[config.mk]
export PLATFORM = sky130hd
export DESIGN_NAME = bp_fe_fetch_queue_flat
export DESIGN_NICKNAME = d
export VERILOG_FILES = /design/src/rtl/bp_fe_fetch_queue_if.sv /design/src/rtl/bp_fe_fetch_queue.sv /design/src/flat_wrapper.sv
export SDC_FILE = /design/constraint.sdc
export NUM_CORES = 1
export LEC_CHECK = 0
export BUFFER_PORTS_ARGS = -buffer_cell sky130_fd_sc_hd__buf_2
export CAP_MARGIN = 5
export CORE_ASPECT_RATIO = 1.1
export CORE_MARGIN = 8
export CORE_UTILIZATION = 26
export DETAILED_ROUTE_END_ITERATION = 10
export GPL_ROUTABILITY_DRIVEN = 1
export PLACE_DENSITY = 0.41
export SETUP_SLACK_MARGIN = 0.2
export SLEW_MARGIN = 20
export SYNTH_ARGS = -nofsm -noshare
export SYNTH_HDL_FRONTEND = slang
export SYNTH_SLANG_ARGS = --single-unit
export TNS_END_PERCENT = 50
[constraint.sdc]
create_clock -name clk_i -period 18.9 [get_ports clk_i]
set_clock_uncertainty 0.15 [all_clocks]
set_input_delay 3.78 -clock clk_i [delete_from_list [all_inputs] [get_ports clk_i]]
set_output_delay 3.78 -clock clk_i [all_outputs]
set_load 0.005 [all_outputs]
[src/rtl/bp_fe_fetch_queue_if.sv]
// Fetch-queue port bundle: enqueue packet side, dequeue head side and status.
// slave is the queue's own view; master is the producer/consumer view.
interface bp_fe_fetch_queue_if #(
   parameter int vaddr_width_p = 39,
   parameter int instr_width_p = 32,
   parameter int meta_width_p  = 64,
   parameter int msg_width_p   = 3,
   parameter int els_p         = 8,
   parameter int fetch_lanes_p = 2
) ();
   localparam int lcnt_w_lp = $clog2(fetch_lanes_p+1);
   localparam int cnt_w_lp  = $clog2(els_p+1);

   logic                                   enq_v_i;
   logic                                   enq_ready_and_o;
   logic [lcnt_w_lp-1:0]                   enq_count_i;
   logic [fetch_lanes_p*vaddr_width_p-1:0] enq_pc_i;
   logic [fetch_lanes_p*instr_width_p-1:0] enq_instr_i;
   logic [msg_width_p-1:0]                 enq_msg_i;
   logic [meta_width_p-1:0]                enq_meta_i;

   logic                                   deq_v_o;
   logic                                   deq_yumi_i;
   logic [vaddr_width_p-1:0]               deq_pc_o;
   logic [instr_width_p-1:0]               deq_instr_o;
   logic [msg_width_p-1:0]                 deq_msg_o;
   logic [meta_width_p-1:0]                deq_meta_o;

   logic [cnt_w_lp-1:0]                    count_o;
   logic                                   fenced_o;

   modport slave (
      input  enq_v_i, enq_count_i, enq_pc_i, enq_instr_i, enq_msg_i, enq_meta_i, deq_yumi_i,
      output enq_ready_and_o, deq_v_o, deq_pc_o, deq_instr_o, deq_msg_o, deq_meta_o,
             count_o, fenced_o
   );

   modport master (
      output enq_v_i, enq_count_i, enq_pc_i, enq_instr_i, enq_msg_i, enq_meta_i, deq_yumi_i,
      input  enq_ready_and_o, deq_v_o, deq_pc_o, deq_instr_o, deq_msg_o, deq_meta_o,
             count_o, fenced_o
   );
endinterface

[src/rtl/bp_fe_fetch_queue.sv]
// Multi-lane FE fetch queue: up to fetch_lanes_p entries in per cycle, one out.
// An accepted exception packet fences further enqueues until it drains.
module bp_fe_fetch_queue #(
   parameter int vaddr_width_p = 39,
   parameter int instr_width_p = 32,
   parameter int meta_width_p  = 64,
   parameter int msg_width_p   = 3,
   parameter int els_p         = 8,
   parameter int fetch_lanes_p = 2
) (
   input logic                clk_i,
   input logic                reset_i,
   input logic                flush_i,
   bp_fe_fetch_queue_if.slave fq
);
   localparam int ptr_w_lp  = (els_p > 1) ? $clog2(els_p) : 1;
   localparam int cnt_w_lp  = $clog2(els_p+1);
   localparam int lcnt_w_lp = $clog2(fetch_lanes_p+1);

   typedef logic [ptr_w_lp-1:0]  ptr_t;
   typedef logic [cnt_w_lp-1:0]  cnt_t;
   typedef logic [lcnt_w_lp-1:0] lcnt_t;

   // inc never exceeds els_p, so a single conditional subtract wraps correctly
   function automatic ptr_t wrap_add(input ptr_t p, input cnt_t inc);
      int s;
      s = int'(p) + int'(inc);
      if (s >= els_p) s = s - els_p;
      return ptr_t'(s);
   endfunction

   ptr_t head_q, head_d, tail_q, tail_d;
   cnt_t count_q, count_d;
   logic fence_q, fence_d;

   logic [vaddr_width_p-1:0] pc_mem    [els_p];
   logic [instr_width_p-1:0] instr_mem [els_p];
   logic [msg_width_p-1:0]   msg_mem   [els_p];
   logic [meta_width_p-1:0]  meta_mem  [els_p];

   logic enq_ready, enq_hs, is_exc, deq_v, deq_hs;
   cnt_t free_n, lane_n, enq_n;
   ptr_t wr_idx [fetch_lanes_p];

   always_comb begin
      free_n    = cnt_t'(els_p) - count_q;
      enq_ready = reset_i & ~fence_q & (free_n >= cnt_t'(fetch_lanes_p));
      is_exc    = |fq.enq_msg_i;
      enq_hs    = fq.enq_v_i & enq_ready & ~flush_i;
      lane_n    = (fq.enq_count_i > lcnt_t'(fetch_lanes_p)) ? cnt_t'(fetch_lanes_p)
                                                            : cnt_t'(fq.enq_count_i);
      if (!enq_hs)     enq_n = '0;
      else if (is_exc) enq_n = cnt_t'(1);
      else             enq_n = lane_n;
      deq_v  = (count_q != '0);
      deq_hs = fq.deq_yumi_i & deq_v & ~flush_i;
      for (int k = 0; k < fetch_lanes_p; k++) wr_idx[k] = wrap_add(tail_q, cnt_t'(k));
   end

   always_comb begin
      head_d  = head_q;
      tail_d  = tail_q;
      count_d = count_q;
      fence_d = fence_q;
      if (flush_i) begin
         head_d  = '0;
         tail_d  = '0;
         count_d = '0;
         fence_d = 1'b0;
      end else begin
         if (deq_hs) begin
            head_d = wrap_add(head_q, cnt_t'(1));
            if (msg_mem[head_q] != '0) fence_d = 1'b0;
         end
         tail_d  = wrap_add(tail_q, enq_n);
         count_d = count_q + enq_n - cnt_t'(deq_hs);
         if (enq_hs && is_exc) fence_d = 1'b1;
      end
   end

   always_ff @(posedge clk_i) begin
      if (!reset_i) begin
         head_q  <= '0;
         tail_q  <= '0;
         count_q <= '0;
         fence_q <= 1'b0;
      end else begin
         head_q  <= head_d;
         tail_q  <= tail_d;
         count_q <= count_d;
         fence_q <= fence_d;
      end
   end

   // Storage is not reset; entries are only observed once count covers them
   always_ff @(posedge clk_i) begin
      for (int k = 0; k < fetch_lanes_p; k++) begin
         if (cnt_t'(k) < enq_n) begin
            pc_mem[wr_idx[k]]    <= fq.enq_pc_i[k*vaddr_width_p +: vaddr_width_p];
            instr_mem[wr_idx[k]] <= fq.enq_instr_i[k*instr_width_p +: instr_width_p];
            msg_mem[wr_idx[k]]   <= fq.enq_msg_i;
            meta_mem[wr_idx[k]]  <= fq.enq_meta_i;
         end
      end
   end

   assign fq.enq_ready_and_o = enq_ready;
   assign fq.deq_v_o         = deq_v;
   assign fq.deq_pc_o        = deq_v ? pc_mem[head_q]    : '0;
   assign fq.deq_instr_o     = deq_v ? instr_mem[head_q] : '0;
   assign fq.deq_msg_o       = deq_v ? msg_mem[head_q]   : '0;
   assign fq.deq_meta_o      = deq_v ? meta_mem[head_q]  : '0;
   assign fq.count_o         = count_q;
   assign fq.fenced_o        = fence_q;

   // Exception entries currently resident between head and head+count
   cnt_t exc_res;
   always_comb begin
      exc_res = '0;
      for (int i = 0; i < els_p; i++) begin
         int off;
         off = (i >= int'(head_q)) ? (i - int'(head_q)) : (i + els_p - int'(head_q));
         if ((off < int'(count_q)) && (msg_mem[i] != '0)) exc_res = exc_res + cnt_t'(1);
      end
   end

   a_count_bound: assert property (@(posedge clk_i) disable iff (!reset_i)
                                   count_q <= cnt_t'(els_p));
   a_one_exc:     assert property (@(posedge clk_i) disable iff (!reset_i)
                                   exc_res <= cnt_t'(1));
   a_yumi_legal:  assert property (@(posedge clk_i) disable iff (!reset_i)
                                   !(fq.deq_yumi_i && !deq_v));
endmodule

[src/flat_wrapper.sv]
// flat-port wrapper written by rule: the top's interface ports become plain ports
module bp_fe_fetch_queue_flat 
#(
   parameter int vaddr_width_p = 39,
   parameter int instr_width_p = 32,
   parameter int meta_width_p  = 64,
   parameter int msg_width_p   = 3,
   parameter int els_p         = 8,
   parameter int fetch_lanes_p = 2
)
  (clk_i, reset_i, flush_i, fq_enq_v_i, fq_enq_count_i, fq_enq_pc_i, fq_enq_instr_i, fq_enq_msg_i, fq_enq_meta_i, fq_deq_yumi_i, fq_enq_ready_and_o, fq_deq_v_o, fq_deq_pc_o, fq_deq_instr_o, fq_deq_msg_o, fq_deq_meta_o, fq_count_o, fq_fenced_o);
  bp_fe_fetch_queue_if #(.vaddr_width_p(vaddr_width_p), .instr_width_p(instr_width_p), .meta_width_p(meta_width_p), .msg_width_p(msg_width_p), .els_p(els_p), .fetch_lanes_p(fetch_lanes_p)) fq_i ();
  input logic clk_i;
  input logic reset_i;
  input logic flush_i;
  input wire logic [$bits(fq_i.enq_v_i)-1:0] fq_enq_v_i;
  input wire logic [$bits(fq_i.enq_count_i)-1:0] fq_enq_count_i;
  input wire logic [$bits(fq_i.enq_pc_i)-1:0] fq_enq_pc_i;
  input wire logic [$bits(fq_i.enq_instr_i)-1:0] fq_enq_instr_i;
  input wire logic [$bits(fq_i.enq_msg_i)-1:0] fq_enq_msg_i;
  input wire logic [$bits(fq_i.enq_meta_i)-1:0] fq_enq_meta_i;
  input wire logic [$bits(fq_i.deq_yumi_i)-1:0] fq_deq_yumi_i;
  output wire logic [$bits(fq_i.enq_ready_and_o)-1:0] fq_enq_ready_and_o;
  output wire logic [$bits(fq_i.deq_v_o)-1:0] fq_deq_v_o;
  output wire logic [$bits(fq_i.deq_pc_o)-1:0] fq_deq_pc_o;
  output wire logic [$bits(fq_i.deq_instr_o)-1:0] fq_deq_instr_o;
  output wire logic [$bits(fq_i.deq_msg_o)-1:0] fq_deq_msg_o;
  output wire logic [$bits(fq_i.deq_meta_o)-1:0] fq_deq_meta_o;
  output wire logic [$bits(fq_i.count_o)-1:0] fq_count_o;
  output wire logic [$bits(fq_i.fenced_o)-1:0] fq_fenced_o;
  assign fq_i.enq_v_i = fq_enq_v_i;
  assign fq_i.enq_count_i = fq_enq_count_i;
  assign fq_i.enq_pc_i = fq_enq_pc_i;
  assign fq_i.enq_instr_i = fq_enq_instr_i;
  assign fq_i.enq_msg_i = fq_enq_msg_i;
  assign fq_i.enq_meta_i = fq_enq_meta_i;
  assign fq_i.deq_yumi_i = fq_deq_yumi_i;
  assign fq_enq_ready_and_o = fq_i.enq_ready_and_o;
  assign fq_deq_v_o = fq_i.deq_v_o;
  assign fq_deq_pc_o = fq_i.deq_pc_o;
  assign fq_deq_instr_o = fq_i.deq_instr_o;
  assign fq_deq_msg_o = fq_i.deq_msg_o;
  assign fq_deq_meta_o = fq_i.deq_meta_o;
  assign fq_count_o = fq_i.count_o;
  assign fq_fenced_o = fq_i.fenced_o;
  bp_fe_fetch_queue #(.vaddr_width_p(vaddr_width_p), .instr_width_p(instr_width_p), .meta_width_p(meta_width_p), .msg_width_p(msg_width_p), .els_p(els_p), .fetch_lanes_p(fetch_lanes_p)) u_core (.clk_i(clk_i), .reset_i(reset_i), .flush_i(flush_i), .fq(fq_i));
endmodule
==> results, run 1 <==
- The run finished with clean final reports.
- The clock tree root driver cell is sky130_fd_sc_hd__clkbuf_16.
- The delay contributed by the slowest stage of the critical path is ~0.86 ns.
- The placer congestion estimate is about 0.73.
- The count of flip-flops with a built-in enable after synthesis is 1104.
- The area growth from synthesis to layout is 17.5%.
- After clock tree synthesis, the clock-pin slew on the worst setup and hold paths is about 0.060 ns.
- Along the worst path, the maximum fanout reaches 40.
- In the routed layout, each cell is associated on average with a via count of 4.62.
- The average size of a mapped cell is 20.0 sq um.
- For this run, the top clock speed supported by timing is roughly 110 MHz.
- The pin count of the biggest net entering global routing is 100.
- The final count of hold timing violations is 0.
- The tool flagged a number of max-cap violations equal to 0.
- The total number of vias is 25800.
- The detailed router finished its first iteration with ~1600 violations.
- The clock latency of the later-clocked register in the worst-skew pair is 0.76 ns.
- The pin slew with the least headroom to its limit is 1.10 ns.
- The estimated wirelength of the detail-placed design is 87.6 mm.
- The total clock buffers created by CTS is 121.
- The count of buffers added by post-CTS timing repair for setup is 0.
- The synthesized instance count is ~2500.
- The total count of max-transition violations in the final report is 0.
- The cell with the most instances after synthesis is sky130_fd_sc_hd__edfxtp_1.
- When the netlist entered floorplanning its net count stood at 2730.
- The endpoint required time on the critical path is around 15 ns.
- The remaining routing DRC violations is 0.
- The worst pin sits at a relative slew slack of 26.9%.
- Counting flops and latches in the post-synthesis netlist gives ~1100.
- The area after detailed placement is 0.0548 sq mm.
- The largest vdd supply drop is 0.0742 mV.
- The length of routed met3 wiring is between 8 and 9 mm.
- Data on the critical path arrives at its endpoint at 5.19 ns.
- The most numerous cell type found on the critical path is sky130_fd_sc_hd__buf_4.
- The static power due to leakage is 18.6 nW.
- The number of endpoints failing setup at the final stage is 0.
- The post-detailed-route wirelength per cell is 27.5 microns.
- The highest layer used for signal routing is met5.
- The total clock sinks is 1118.
- The global router's overall resource usage is roughly 14%.
- The wire length after detailed routing is 154 mm.
- The floorplan has between 150 and 200 rows.
- The placed cell count is between 5000 and 6000.
- Once layout is complete, the cells apart from fillers number ~5600.
- In the synthesized netlist the dominant register cell turns out to be sky130_fd_sc_hd__edfxtp_1.
- The count of H-tree levels built during CTS is 3.
- The global-route wire length before repair is 216 mm.
- The starting density of the core is between 20% and 30%.
- The largest individual stage delay along the critical path comes from the cell sky130_fd_sc_hd__buf_4.
- The post-synthesis sequential area ratio is between 60% and 70%.
- In the synthesized netlist, the cells that appear most often are sky130_fd_sc_hd__edfxtp_1 (1104), sky130_fd_sc_hd__mux2_2 (427), sky130_fd_sc_hd__mux4_2 (276).
- The die covers 0.207 sq mm.
- The count of cells resized by post-cts repair is 0.
- The overflow left after global routing is 0.
- The vertical die dimension is 476 microns.
- The initial antenna violation count came to 73.
- The buffer levels on the longest clock path is 3.
- The final critical path takes up just under 50% of the cycle.
- The net count of the finished layout is 3116.
- The sum of internal, switching and leakage power is about 5.4 mW.
- The number of distinct library cells after synthesis is 45.
- Prior to clock tree synthesis, the placed netlist has a worst setup slack of 10.28 ns.
- The die is 434 microns wide.
- The worst min-delay path category is reg2reg.
- TritonCTS built the clock tree.
- The final antenna-violating net count is 0.
- The worst hold slack is 0.351 ns.
- Setup repair after global routing left no endpoint under its margin.
- Buffers inserted to repair hold after CTS numbered 0.
- Sorting the synthesized cells by area gives the leading types as sky130_fd_sc_hd__edfxtp_1 (66%), sky130_fd_sc_hd__mux4_2 (12%), sky130_fd_sc_hd__mux2_2 (9.6%).
- Of all flip-flops after synthesis, the portion carrying an async set or reset was 0%.
- Once layout is done, the placed cells without fillers occupy ~0.059 sq mm.
- By startpoint and endpoint, the worst setup path is classified as reg2out.
- The synthesized design spends more area on one cell type than any other, namely sky130_fd_sc_hd__edfxtp_1.
- The area of the placeable core is around 0.19 sq mm.
- The mapped netlist covers roughly 0.05 sq mm.
- The critical path goes through buf_4 > buf_4 > buf_4 > mux4_2 > mux2i_1 > nor2_1 > buf_2.
- The met2 routed wirelength is just under 80 mm.
- The minimum clock period is 9.12 ns.
- Dividing total power by cell area gives a power density of 92.1 mW/mm^2.
- The via count of the first global-routing pass was around 28000.
- The fraction of the core area covered by cells at the end of the flow is 30.6%.
- The total number of yosys warnings is 0.
- The number of top-level pins is 361.
- The element type at the critical path start is a flop.
- Setup slack on the critical path of the routed design comes to 9.78 ns.
- The wire length on met1 is 63.3 mm.
- The share of the synthesized area in the top cell type is 66.3%.
- The type of destination of the critical path is an output port.
- The first detailed-routing pass ran for 5 iterations.
- The count of buffers added on input and output ports is 360.
- The setup total negative slack is 0 ns.
- Of the cells placed in the final design, the portion with a size suffix greater than 1 is 47.8%.
==> power by group <==
group          switching, mW  internal (mW)  total (mW)
Sequential           0.00554           2.74        2.75
Clock                   1.00           1.34        2.35
Combinational          0.178          0.137       0.315
==> logic make-up after synthesis <==
| kind of cell | Yosys count | share of synthesized area (%) |
|---|---|---|
| flip-flops | 1118 | 66.9 |
| multiplexers | 982 | 28.9 |
| AND/OR/NAND/NOR | 193 | 1.79 |
| buffers and inverters | 170 | 1.72 |
| AO/OA/AOI/OAI | 17 | 0.240 |
| adder cells (fa/ha/maj) | 13 | 0.355 |
| XOR/XNOR | 8 | 0.140 |
==> path summary, 6_finish.rpt <==
kind	startpoint	end	slack, ns	cells after the start
setup / recovery	flop	fq_deq_pc_o[2]	9.78	7
hold / removal	u_core.head_q[1]	flop	0.35	2
setup reg to reg	u_core.fq.fenced_o	u_core.pc_mem[0][2]	14.03	6
hold reg to reg	u_core.head_q[1]	flop	0.35	2
==> layout make-up <==
type	count	area (sq um)
fillers	18900	133000
flip-flops and latches	1118	33400
multi-input cells	1213	15800
clock buffers	159	3250
well taps	2565	3210
repair buffers	418	2300
clock inverters	69	638
inverters	15	56.3
diodes	18	45.0
==> registers in the layout, summed over array words and instances, names as in the netlist, named ones only <==
name,cells
u_core.meta_mem,512
u_core.pc_mem,312
u_core.instr_mem,256
u_core.msg_mem,24
u_core.fq.count_o,4
u_core.head_q,3
u_core.tail_q,3
u_core.fq.fenced_o,1
==> layout by cell type, fill, tap and decap left out, types with 4 or more instances in the layout <==
cell,n
sky130_fd_sc_hd__diode_2,18
sky130_fd_sc_hd__clkbuf_16,123
sky130_fd_sc_hd__mux4_2,276
sky130_fd_sc_hd__buf_4,52
sky130_fd_sc_hd__nor4_4,4
sky130_fd_sc_hd__nand4_1,5
sky130_fd_sc_hd__nor2_1,152
sky130_fd_sc_hd__buf_2,360
sky130_fd_sc_hd__clkbuf_1,32
sky130_fd_sc_hd__nand2_1,6
sky130_fd_sc_hd__mux2_4,118
sky130_fd_sc_hd__bufinv_16,10
sky130_fd_sc_hd__buf_12,5
sky130_fd_sc_hd__edfxtp_1,1104
sky130_fd_sc_hd__xor2_1,6
sky130_fd_sc_hd__mux2_2,427
sky130_fd_sc_hd__inv_1,15
sky130_fd_sc_hd__o21ai_4,4
sky130_fd_sc_hd__mux2i_1,138
sky130_fd_sc_hd__mux2_1,23
sky130_fd_sc_hd__clkbuf_8,4
sky130_fd_sc_hd__nand2b_1,5
sky130_fd_sc_hd__clkinv_2,23
sky130_fd_sc_hd__dfxtp_1,11
sky130_fd_sc_hd__clkinv_1,26
sky130_fd_sc_hd__nand3_1,4
sky130_fd_sc_hd__ha_1,11
==> per-layer routing <==
layer / global-route usage (%) / vias to the layer above
met5: 0 / -
met1: 17.7 / 13800
met4: 3.45 / 48
li1: - / 11100
met2: 25.8 / 637
met3: 3.50 / 239
==> critical path: cells and delay by family (launching register included) <==
kind | cells | cell delay [ns]
flip-flops | 1 | 0.74
buffers and inverters | 4 | 2.57
multiplexers | 2 | 0.78
AND/OR/NAND/NOR | 1 | 0.16
No activity file was read; power rests on OpenSTA's default activity.
==> run 2: changes to the inputs <==
--- a/config.mk
+++ b/config.mk
@@ -12,7 +12,7 @@
 export CORE_UTILIZATION = 26
 export DETAILED_ROUTE_END_ITERATION = 10
 export GPL_ROUTABILITY_DRIVEN = 1
-export PLACE_DENSITY = 0.41
+export PLACE_DENSITY = 0.42
 export SETUP_SLACK_MARGIN = 0.2
 export SLEW_MARGIN = 20
 export SYNTH_ARGS = -nofsm -noshare
==> constraint.sdc (replaced) <==
create_clock -name clk_i -period 7.8 [get_ports clk_i]
set_clock_uncertainty 0.15 [all_clocks]
set_input_delay 1.56 -clock clk_i [delete_from_list [all_inputs] [get_ports clk_i]]
set_output_delay 1.56 -clock clk_i [all_outputs]
set_load 0.005 [all_outputs]
==> results, run 2 (synthesis results as in run 1) <==
- In the final routed layout, each cell accounts on average for 27.1 microns.
- The clock-pin slew of the registers on the worst-case setup and hold paths is 0.05 ns.
- The area of the die is between 0.2 and 0.25 sq mm.
- The flow ran to the end, and the final reports show no timing, DRC or antenna violations.
- The total count of max-transition violations in the final report was 0.
- The count of hold-fix buffers inserted at cts is 0.
- The ratio of cells with drive above 1 in the final layout is 47.9%.
- The count of cells resized by post-cts repair is 0.
- The routed design could run at a clock period as short as 5.50 ns.
- In this run the critical register-to-register path is captured at u_core.pc_mem[5][18].
- Setup total negative slack on the finished layout was measured at 0 ns.
- After filler insertion, the fill cell instance count of the layout stands at about 19000.
- The number of nets in the layout is 3125.
- The element type at the critical path start is a flop.
- The fraction of the core area covered by cells at the end of the flow is 30.8%.
- The first global-routing pass estimated around 210 mm of wire.
- The buffer levels on the longest clock path is 3.
- The wire length after detailed routing is between 150 and 200 mm.
- The arrival time at the worst endpoint is 3.79 ns.
- The pin slew with the least headroom to its limit is 1.08 ns.
- The placed cell count is 5323.
- Setup violations remaining at the end of the flow were counted as 0.
- Global routing consumed, over all layers together, 14.4% of the routing resources.
- The total number of vias is 25900.
- For this design the static power due to leakage is 18.7 nW.
- Following the worst setup path forward leads to its endpoint at fq_deq_meta_o[59].
- The estimated wirelength of the detail-placed design is about 84 mm.
- The total clock sinks is 1118.
- The per-cell via count in the routed design is about 4.6.
- Setup repair after global routing left no endpoint under its margin.
- After layout, the worst path uses approximately 71% of the clock period.
- The total overflow left after global routing is 0.
- For the worst flop-to-flop path, the logic depth is 7.
- The clock latency of the later-clocked register in the worst-skew pair is 0.76 ns.
- The worst flop-to-flop path startpoint is u_core.tail_q[0].
- The growth of design area from synthesis to finish is 18.3%.
- The register with the most flip-flops in the layout has 512 of them.
- The endpoint required time on the critical path is 6.09 ns.
- The first-pass iteration count of the detailed router is 6.
- The H-tree generated during clock tree synthesis spans 4 levels.
- The floorplan step set the die height to 476 microns.
- The number of design-rule violations left by the first detailed-router iteration is 1404.
- The clock tree root driver cell is sky130_fd_sc_hd__clkbuf_16.
- The start-to-end type of the worst setup path is reg2out.
- For this run, the top clock speed supported by timing is 182 MHz.
- At the end of routability-driven placement, the weighted congestion stood at 0.708.
- The worst setup path is captured at an output port.
- The worst hold path belongs to the class reg2reg.
- The count of buffers added on input and output ports is 360.
- The pin count of the biggest net entering global routing is 120.
- The total clock buffers created by CTS is 136.
- Across the run, the number of max-cap violations was 0.
- Leaving out fill and tap cells, the most frequent cell in the layout is sky130_fd_sc_hd__edfxtp_1.
- The final count of hold timing violations is 0.
- The minimum setup slack among reg-to-reg paths is 3.67 ns.
- The total area inside the core boundary comes to 0.192 sq mm.
- In this run the tightest slew margin relative to its limit is between 20% and 30%.
- The TritonCTS clock tree is built.
- The number of top-level pins is ~360.
- Power spread over the standard cell area amounts to 227 mW/mm^2.
- The starting density of the core is 26.0%.
- The die span in x is 434 microns.
- The worst hold slack is around 0.33 ns.
- The top cell types in the final layout, fill and taps aside, are sky130_fd_sc_hd__edfxtp_1 (1104), sky130_fd_sc_hd__mux2_2 (427), sky130_fd_sc_hd__buf_2 (360).
- Across the VDD grid, the largest voltage drop is 0.209 mV.
- In this run the remaining antenna-violating nets after routing total 0.
- The final instance count without filler cells is 5588.
- The initial antenna violation count is 94.
- The remaining routing DRC violations is 0.
- Of all nets on the critical path, the largest fanout is 100.
- The count of buffers added by post-CTS timing repair for setup is 0.
- The via count of the first global-routing pass was 28600.
- The floorplan row count is 169.
run 2: critical path, stage by stage (launching register included):
cell and delay, ns:
sky130_fd_sc_hd__dfxtp_4 1.04, sky130_fd_sc_hd__buf_12 0.66, sky130_fd_sc_hd__mux4_2 0.60, sky130_fd_sc_hd__mux2i_1 0.14
sky130_fd_sc_hd__nor2_1 0.14, sky130_fd_sc_hd__buf_2 0.22
run 2: layout make-up:
cell class	instances	area (sq um)	share of cell area [%]
diodes	25	62.6	0.106
clock inverters	70	618	1.05
clock buffers	170	3550	6.01
repair buffers	412	2380	4.03
multi-input cells	1213	15800	26.7
well taps	2565	3210	5.43
inverters	15	56.3	0.0952
flip-flops and latches	1118	33400	56.6
run 2: power breakdown:
group          internal, mW  leakage [nW]  switching (mW)
Sequential             6.64          10.1          0.0153
Combinational         0.334          6.65           0.434
Clock                  3.45          2.03            2.55
run 2: through the flow:
step                area, sq um  worst slack [ns]  total power [mW]
finish                    59100              2.30              13.4
global placement          54900              2.31              7.55
global route              59100              1.94              13.9
floorplan                 50000             -1.91              7.18
detailed placement        54900              2.19              7.58
CTS                       59100              2.00              13.7
run 2: worst min-delay path by stage:
stage	slack [ns]	cells after the start	to	from
floorplan	0.30	2	flop	u_core.head_q[1]
global placement	0.30	2	flop	u_core.head_q[1]
detailed placement	0.33	2	flop	u_core.head_q[1]
CTS	0.34	2	flop	u_core.head_q[1]
global route	0.36	2	flop	u_core.head_q[1]
finish	0.33	2	flop	u_core.head_q[1]
run 2: per-layer routing:
layer	up-vias	share of wire, %	GRT usage [%]
met2	661	51	25.5
met3	299	5.9	3.83
met5	-	0.23	0
met4	58	2.6	4.09
li1	11100	-	-
met1	13800	40	17.1
